## src/rtl/jtag_host_ctrl.sv

```systemverilog
// JTAG initiator: runs TLR / IR-scan / DR-scan / idle-TCK sequences on a TAP and returns captured TDO.
// Optional macro JTAG_HOST_TRST_EN: pulse jtag_trst_no low for the first 5 TCKs of INIT and of every TLR op.
module jtag_host_ctrl #(
  parameter int MaxLen        = 64,
  parameter int TckHalfPeriod = 2,
  parameter int LenW          = $clog2(MaxLen + 1)
) (
  input  logic              clk_i,
  input  logic              rst_ni,
  input  logic              cmd_valid_i,
  output logic              cmd_ready_o,
  input  logic [1:0]        cmd_op_i,
  input  logic [LenW-1:0]   cmd_len_i,
  input  logic [MaxLen-1:0] cmd_data_i,
  output logic              rsp_valid_o,
  input  logic              rsp_ready_i,
  output logic [MaxLen-1:0] rsp_data_o,
  output logic              busy_o,
  output logic              jtag_tck_o,
  output logic              jtag_tms_o,
  output logic              jtag_tdi_o,
  output logic              jtag_trst_no,
  input  logic              jtag_tdo_i
);
  localparam int StepW = $clog2(MaxLen + 7);
  localparam int PhW   = (TckHalfPeriod > 1) ? $clog2(TckHalfPeriod) : 1;
  localparam int IdxW  = (MaxLen > 1) ? $clog2(MaxLen) : 1;
  localparam logic [1:0] OpTlr = 2'd0, OpIr = 2'd1, OpDr = 2'd2, OpIdle = 2'd3;

  typedef enum logic [1:0] {S_INIT, S_IDLE, S_RUN, S_RESP} state_e;
  state_e state_q, state_d;

  // TCKs spent walking from RTI to the first shift TCK
  function automatic int pre_len(input logic [1:0] op);
    return (op == OpIr) ? 4 : 3;
  endfunction

  function automatic int seq_len(input logic [1:0] op, input int len);
    case (op)
      OpTlr:   return 6;
      OpIdle:  return len;
      default: return (len == 0) ? 0 : pre_len(op) + len + 2;
    endcase
  endfunction

  function automatic logic tms_at(input logic [1:0] op, input int len, input int s);
    if (op == OpTlr) return s < 5;
    if (op == OpIdle) return 1'b0;
    if (s < pre_len(op)) return (s == 0) || (op == OpIr && s == 1);
    if (s < pre_len(op) + len) return s == pre_len(op) + len - 1;
    return s == pre_len(op) + len;
  endfunction

  function automatic logic shift_at(input logic [1:0] op, input int len, input int s);
    return (op == OpIr || op == OpDr) && s >= pre_len(op) && s < pre_len(op) + len;
  endfunction

  logic [1:0]        op_q;
  logic [LenW-1:0]   len_q, len_c;
  logic [MaxLen-1:0] data_q, cap_q;
  logic [StepW-1:0]  step_q, total_q;
  logic [PhW-1:0]    ph_q;
  logic              hi_q, armed_q;
  logic              cmd_fire, rsp_fire, zero_cmd, ticking, ph_end, tail, seq_done;
  logic              tck_d, tms_d, tdi_d, trst_d, cmd_ready_d, rsp_valid_d, busy_d;
  logic [IdxW-1:0]   tdi_idx, cap_idx;
  int                len_i, step_i, nxt_i;

  assign cmd_fire = cmd_valid_i && cmd_ready_o;
  assign rsp_fire = rsp_valid_o && rsp_ready_i;
  assign len_c    = (cmd_len_i > LenW'(MaxLen)) ? LenW'(MaxLen) : cmd_len_i;
  assign zero_cmd = (cmd_op_i != OpTlr) && (len_c == '0);
  assign ticking  = (state_q == S_RUN) || (state_q == S_INIT && armed_q);
  assign ph_end   = ph_q == PhW'(TckHalfPeriod - 1);
  assign tail     = step_q == total_q;
  // the trailing low half-period after the last TCK closes the sequence
  assign seq_done = ticking && ph_end && !hi_q && tail;
  assign len_i    = int'(len_q);
  assign step_i   = int'(step_q);
  assign nxt_i    = step_i + 1;
  assign tdi_idx  = IdxW'(nxt_i - pre_len(op_q));
  assign cap_idx  = IdxW'(step_i - pre_len(op_q));

  always_ff @(posedge clk_i or negedge rst_ni) begin
    if (!rst_ni) state_q <= S_INIT;
    else         state_q <= state_d;
  end

  always_comb begin
    state_d = state_q;
    unique case (state_q)
      S_INIT:  if (seq_done) state_d = S_IDLE;
      S_IDLE:  if (cmd_fire) state_d = zero_cmd ? S_RESP : S_RUN;
      S_RUN:   if (seq_done) state_d = S_RESP;
      S_RESP:  if (rsp_fire) state_d = S_IDLE;
      default: state_d = S_INIT;
    endcase
  end

  always_comb begin
    tck_d  = jtag_tck_o;
    tms_d  = jtag_tms_o;
    tdi_d  = jtag_tdi_o;
    trst_d = jtag_trst_no;
    if (state_q == S_INIT && !armed_q) begin
      tms_d  = 1'b1;
      trst_d = 1'b0;
    end
    if (state_q == S_IDLE) begin
      tms_d = 1'b0;
      tdi_d = 1'b0;
      if (cmd_fire && !zero_cmd) begin
        tms_d  = tms_at(cmd_op_i, int'(len_c), 0);
        trst_d = (cmd_op_i != OpTlr);
      end
    end
    if (ticking && ph_end) begin
      if (!hi_q) begin
        tck_d = !tail;
      end else begin
        tck_d  = 1'b0;
        tms_d  = tms_at(op_q, len_i, nxt_i);
        tdi_d  = shift_at(op_q, len_i, nxt_i) && data_q[tdi_idx];
        trst_d = !(op_q == OpTlr && nxt_i < 5);
      end
    end
`ifndef JTAG_HOST_TRST_EN
    trst_d = 1'b1;
`endif
    cmd_ready_d = (state_d == S_IDLE);
    busy_d      = (state_d != S_IDLE);
    rsp_valid_d = (state_d == S_RESP);
  end

  always_ff @(posedge clk_i or negedge rst_ni) begin
    if (!rst_ni) begin
      jtag_tck_o   <= 1'b0;
      jtag_tms_o   <= 1'b1;
      jtag_tdi_o   <= 1'b0;
      jtag_trst_no <= 1'b1;
      cmd_ready_o  <= 1'b0;
      rsp_valid_o  <= 1'b0;
      busy_o       <= 1'b1;
      rsp_data_o   <= '0;
      op_q         <= OpTlr;
      len_q        <= '0;
      data_q       <= '0;
      cap_q        <= '0;
      step_q       <= '0;
      total_q      <= StepW'(6);
      ph_q         <= '0;
      hi_q         <= 1'b0;
      armed_q      <= 1'b0;
    end else begin
      jtag_tck_o   <= tck_d;
      jtag_tms_o   <= tms_d;
      jtag_tdi_o   <= tdi_d;
      jtag_trst_no <= trst_d;
      cmd_ready_o  <= cmd_ready_d;
      rsp_valid_o  <= rsp_valid_d;
      busy_o       <= busy_d;
      if (state_q == S_INIT) armed_q <= 1'b1;
      if (cmd_fire) begin
        op_q    <= cmd_op_i;
        len_q   <= len_c;
        data_q  <= cmd_data_i;
        cap_q   <= '0;
        step_q  <= '0;
        ph_q    <= '0;
        hi_q    <= 1'b0;
        total_q <= StepW'(seq_len(cmd_op_i, int'(len_c)));
      end else if (ticking) begin
        if (!ph_end) begin
          ph_q <= ph_q + 1'b1;
        end else begin
          ph_q <= '0;
          if (hi_q) begin
            hi_q   <= 1'b0;
            step_q <= step_q + 1'b1;
            if (shift_at(op_q, len_i, step_i)) cap_q[cap_idx] <= jtag_tdo_i;
          end else if (!tail) begin
            hi_q <= 1'b1;
          end
        end
      end
      if (cmd_fire || rsp_fire)             rsp_data_o <= '0;
      else if (state_q == S_RUN && seq_done) rsp_data_o <= cap_q;
    end
  end
endmodule

```

## config.mk

```make
export PLATFORM = sky130hd
export DESIGN_NAME = jtag_host_ctrl
export DESIGN_NICKNAME = d
export VERILOG_FILES = /design/src/rtl/jtag_host_ctrl.sv
export SDC_FILE = /design/constraint.sdc
export NUM_CORES = 1
export LEC_CHECK = 0
export ABC_AREA = 1
export CAP_MARGIN = 20
export CORE_UTILIZATION = 45
export CTS_BUF_LIST = sky130_fd_sc_hd__clkbuf_16
export CTS_CLUSTER_DIAMETER = 60
export DETAILED_ROUTE_END_ITERATION = 8
export PLACE_DENSITY = 0.67
export SYNTH_ARGS = -nofsm -noshare
export SYNTH_HDL_FRONTEND = slang
export SYNTH_SLANG_ARGS = --single-unit
```

## constraint.sdc

```tcl
create_clock -name clk_i -period 3.52 [get_ports clk_i]
set_input_delay 0.704 -clock clk_i [delete_from_list [all_inputs] [get_ports clk_i]]
set_output_delay 0.704 -clock clk_i [all_outputs]
set_load 0.01 [all_outputs]
```

# Word level (Yosys, flattened, before mapping)

Index checks and enable logic that the tools add are counted.

Muxes and demuxes: 98
Reduce and logical (&&, ||, !) cells: 42
Equal/unequal tests: 15
Order comparisons: 12
Add/sub/neg operators: 10

Operators by type and width:

| cell                  | count |
|---|---|
| $mux 64               | 7 |
| $logic_not 32->1      | 3 |
| $mux 1                | 74 |
| $bwmux 64             | 1 |
| $mux 7                | 6 |
| $eq 9x32->1           | 1 |
| $lt 1x32->1 const A   | 1 |
| $sub 32x2->32 const B | 1 |
| $logic_and 1x1->1     | 17 |
| $add 3x7->8           | 2 |
| $logic_not 7->1       | 2 |
| $lt 6x7->1 const B    | 2 |
| $pmux 7 s2            | 1 |
| $eq 2x2->1 const B    | 6 |
| $reduce_bool 2->1     | 6 |
| $sub 6x6->6           | 2 |
| $sub 8x1->9 const B   | 1 |
| $add 7x1->8 const B   | 1 |
| $eq 2x1->1 const B    | 4 |
| $eq 8x1->1 const B    | 1 |
| $eq 8x8->1            | 1 |
| $ge 8x3->1            | 1 |
| $lt 1x8->1 const A    | 1 |
| $lt 7x8->1            | 1 |
| 22 further kinds      | 34 |

Word-level logic and storage cells: 194
Output and inout port bits: 71
Register bits: 226
Input port bits: 78

# Depth between registers and ports, before layout

Depth in word-level cells: 28
Gate-level depth with buffers: 29

# Worst setup path after synthesis

No wires, ideal clock.

Path kind: flip-flop to flip-flop
From: register op_q[1]
To: register cap_q[48]
Stages on the path, launching flop included: 22
Arrival: 2.985 ns
Slack: 0.403 ns
Path buffers: 1
Path through: dfrtp_1 -> inv_1 -> ha_1 -> buf_6 -> inv_2 -> ha_1 -> ha_1 -> o21bai_1 -> nand2_1 -> nand2_1 -> nand2_1 -> nand2_1 -> ha_1 -> a21o_1 -> o21ai_0 -> o21bai_1 -> nand2_1 -> nand2_4 -> nor2_4 -> nand2_1 -> nand3_1 -> o21ai_1

Word-level cells in the longest chain between the ends: 13

Ends and longest elaborated chain:

| element                                                        | RTL line | text |
|---|---|---|
| start, declared                                                | 58       | `logic [1:0] op_q;` |
| start signal, assigned                                         | 145      | `op_q <= OpTlr;` |
| start signal, assigned                                         | 164      | `op_q <= cmd_op_i;` |
| $eq 2x1->1                                                     | 35, 55   |  |
| $mux 3                                                         | 35       | `return (op == OpIr) ? 4 : 3;` |
| $sub 6x6->6                                                    | 82       | `assign cap_idx = IdxW'(step_i - pre_len(op_q));` |
| $lt 6x7->1 (implied by the code) or $ge 6x1->1 (tied branches) | 180      | `if (shift_at(op_q, len_i, step_i)) cap_q[cap_idx] <= jtag_tdo_i;` |
| $logic_and 1x1->1 (implied by the code)                        | 180      |  |
| $mux 1 (implied by the code)                                   | 180      |  |
| $demux 1 s6                                                    | 180      |  |
| $bwmux 64                                                      | 180      |  |
| $mux 64                                                        | 180      |  |
| $mux 64                                                        | 177      | `if (hi_q) begin` |
| $mux 64                                                        | 173      | `if (!ph_end) begin` |
| $mux 64                                                        | 172      | `end else if (ticking) begin` |
| $mux 64                                                        | 163      | `if (cmd_fire) begin` |
| end signal, assigned by index                                  | 180      |  |
| end, declared                                                  | 60       | `logic [MaxLen-1:0] data_q, cap_q;` |

Parallel ways exist; a longest one is shown, timed or not. The select of a mux whose other input is x is not followed.
A chain may end at the register's enable or synchronous reset.

# Final worst setup path

From: register op_q[1]
To: register cap_q[47]

Same word-level chain as after synthesis.

==> results <==
- At the later pin of the worst-skew pair, clock insertion delay measures 540 ps.
- The number of maximum-capacitance violations is 0.
- In this run the clock root is driven by a clkbuf_16.
- The net switching power is 0.00553 W.
- Once placement finished, the instance area stood at 13800 um^2.
- The area added between synthesis and finish is 26.2%.
- The maximum operating frequency is 303 MHz.
- The post-DP HPWL is 20.2 mm.
- The weighted congestion at the end of routability-driven global placement is 0.837.
- The filler cells instantiated in the layout total ~2300.
- The gate count of the mapped netlist is approximately 1500.
- The critical setup path kind is flop to flop.
- The sequential-to-total area share from yosys stat is 0.484.
- The number of detailed-route iterations in the first pass is 6.
- Setup violations remaining at the end of the flow were counted as 0.
- The number of synthesized register bits is 226.
- Yosys attributes the largest share of cell area to dfrtp_1 (48%), nand2_1 (13%), nand3_1 (7.7%).
- The starting utilization of the core area is 0.462.
- A synthesized cell averages 7.81 um^2.
- The leakage power figure is 6.93 nW.
- The signal arrival time at the worst endpoint is between 3000 and 4000 ps.
- The via density per instance is 5.06.
- The detailed-route DRC error count is 0.
- Of the available clock period, the critical path in the final layout requires 0.936.
- The floorplan has 58 rows.
- The switching power as a share of total power is 0.436.
- Internal power comes to 0.00715 W.
- The nature of the critical path startpoint is a flop.
- The global routing usage summed across all routing layers is 0.224.
- The first global-routing pass estimated just under 50 mm of wire.
- The count of port buffers added during placement is between 100 and 150.
- For this run, the leading register cell type out of synthesis is dfrtp_1.
- The kind of end point of the critical path is a flop.
- The synthesized design spends more area on one cell type than any other, namely dfrtp_1.
- The number of antenna violations at the first check in global routing is 0.
- Power spread over the standard cell area amounts to 859 nW/um^2.
- The async set-reset flop share out of synthesis is 1.00.
- For the worst setup path, the data required time is 3920 ps.
- The fraction of post-synthesis cell area in the top cell type by area is 0.475.
- Yosys mapped a number of flops with a built-in enable equal to 0.
- The overall overflow remaining after global route is 0.
- The synthesis warning total is 0.
- The floorplan step set the die height to 163 um.
- The fraction of final layout cells with drive strength greater than 1 is 0.0867.
- The count of distinct cell types in the synthesized netlist is 48.
- The flow ran to the end, and the final reports show no timing, DRC or antenna violations.
- After detailed routing, the average wire length per cell comes to 14.5 um.
- The core region is about 25000 um^2.
- The sequential cell fraction of total power is 0.282.
- The min-delay analysis places its worst path in the category input pin to asynchronous set/reset pin.
- ~150 I/O pins were placed.
- The number of max-slew violations in the final report was 0.
- At the end of the flow, the number of nets in the layout was 1781.
- Subtracting the final worst setup slack from the clock period gives 3300 ps.
- With fillers left out, the area of the finished cells amounts to 14800 um^2.
- The die covers 26600 um^2.
- The number of endpoints with negative hold slack in the final report was 0.
- The maximum number of pins on one net before global-route repair is 91.
- The number of antenna diodes in the final layout is 0.
- The combined area of all synthesized cells is 11700 um^2.
- Wires add up to 29.1 mm.
- In this run the number of H-tree levels came out at 1.
- Clock-pin slew was measured on the worst setup and hold paths at around 60 ps.
- The share of total power dissipated in the clock network is 0.217.
- The floorplan die width is around 160 um.
- The number of buffers added for setup after CTS is 0.
- TritonCTS built the clock tree.
- The setup skew after layout is 22.0 ps.
- The clock net in this run drives a total of 226 sinks.
- The worst pin sits at a relative slew slack of 0.544.
- The count of nets left with antenna violations after detail routing is 0.
- The number of clock buffers added by TritonCTS is 27.
- The share of total power dissipated in combinational logic is 0.501.
- The total number of vias is 10200.
- The utilization after layout is 0.583.
- The maximum clock insertion buffer count is 3.
- The worst-margin pin slew is 685 ps.
- The DRC violation total after the first TritonRoute iteration is 753.
- The number of global-route vias before repair is 9860.
- IR analysis of the VDD net gives a maximum drop of 0.533 mV.
- When the netlist entered floorplanning its net count stood at around 1600.
- The highest fanout seen on the critical path is 9.
[cells by family (layout without fill, tap and decap cells)]
family	count (synthesis)	after routing	share of synthesized area
simple gates	723	723	0.266
buf+inv	243	430	0.0794
other cells	1	1	0.000321
fa+ha+maj	40	40	0.0435
xor+xnor	17	17	0.0134
compound gates	246	246	0.113
flops	226	226	0.484
[final timing paths]
kind / start / slack [ps] / end / depth (start not counted)
worst max-delay path: op_q[1]$_DFFE_PN0P_ / 220 / cap_q[47]$_DFFE_PN0P_ / 20
worst min-delay path: rst_ni / 170 / rsp_data_o[51]$_DFFE_PN0P_ / 1
worst max register to register: op_q[1]$_DFFE_PN0P_ / 220 / cap_q[47]$_DFFE_PN0P_ / 20
worst min register to register: data_q[63]$_DFFE_PN0P_ / 470 / data_q[63]$_DFFE_PN0P_ / 2
max in group asynchronous: rst_ni / 2510 / busy_o$_DFF_PN1_ / 2
min in group clk_i: data_q[63]$_DFFE_PN0P_ / 470 / data_q[63]$_DFFE_PN0P_ / 2
[worst max-delay path, cell delays in order (launching register included)]
cell	delay (ps)
dfrtp_1	380
inv_2	80
ha_4	140
inv_2	50
ha_1	190
ha_1	190
o21bai_2	210
nand2_1	90
nand2_1	90
nand2_1	70
nand2_1	100
ha_1	290
a21o_1	200
o21ai_1	120
o21bai_1	100
nand2_2	130
nand2_8	140
nor2_4	320
nand2_1	110
nand3_1	90
o21ai_1	60
[cell usage after synthesis, types with 5 or more instances]
library cell,number
nor3_1,5
dfrtp_1,222
o21ai_0,121
nand3_1,180
nand4_1,10
buf_1,13
inv_1,173
o21ai_1,56
nand2_1,416
nor2_4,8
ha_1,39
a21oi_1,30
a31oi_1,5
xnor2_1,6
o22ai_1,10
nor2_1,87
clkbuf_1,47
o21bai_1,5
xor2_1,10
o211ai_1,9
[layout make-up]
type	count	area [um^2]	area share
clock buffer	27	676	0.0458
timing repair buffer	202	1940	0.131
multi-input combinational	1027	5190	0.352
tap	330	413	0.0280
sequential	226	5660	0.384
clock inverter	22	208	0.0141
inverter	179	672	0.0455
[flip-flops by register name, indices dropped and copies added (netlist names), 2 cells and up]
register    flops
state_q         2
step_q          7
cap_q          64
len_q           7
op_q            2
data_q         64
rsp_data_o     64
total_q         7
[power by group through the flow]
stage	sequential, W	clock (W)	combinational (W)
6_report	0.00358	0.00275	0.00635
3_3_place_gp	0.00359	0	0.00615
3_5_place_dp	0.00361	0	0.00624
5_1_grt	0.00365	0.00292	0.00717
2_1_floorplan	0.00352	0	0.00441
4_1_cts	0.00357	0.00280	0.00629
[metrics by stage]
step           TNS, ps  hold slack, ps  total power [W]  instances  worst slack, ps
2_1_floorplan        0             408          0.00793       1496              403
5_1_grt          -12.9             209           0.0137       2013            -12.9
3_3_place_gp      -155             457          0.00975       1964             -142
3_5_place_dp      -620             461          0.00985       1964             -261
6_report             0             173           0.0127       2013              225
4_1_cts              0             187           0.0127       2013             40.2
[repair_timing]
item	CTS	global route
hold buffers	0	0
resized for setup	0	21
setup endpoints to repair	0	66
[cell usage in the layout (no fill, tap or decap), drive strengths merged, types with 2 or more instances in the layout]
cell           synthesis  final
o211ai                 9      9
a32o                   3      3
nor3                   6      6
nand4                 10     10
ha                    39     39
nand3                180    180
dfrtp                222    222
a21oi                 31     31
xnor2                  6      6
clkinv                 2     11
o22ai                 10     10
o21ai                177    177
nand2                420    420
o221ai                 2      2
nor2                  97     97
dfstp                  4      4
a31oi                  5      5
buf                   17     56
or2                    5      5
bufinv                 0      3
xor2                  11     11
clkbuf                47     27
clkdlybuf4s50          0    146
inv                  177    186
o21bai                 5      5
[per-layer routing]
metal | up-vias | track usage | part of all wire
met5 | - | 0 | 0
met4 | 0 | 0.0578 | 0.019
met2 | 225 | 0.374 | 0.47
met3 | 37 | 0.0262 | 0.044
li1 | 5190 | - | -
met1 | 4743 | 0.307 | 0.47
No activity file was read; power rests on OpenSTA's default activity.
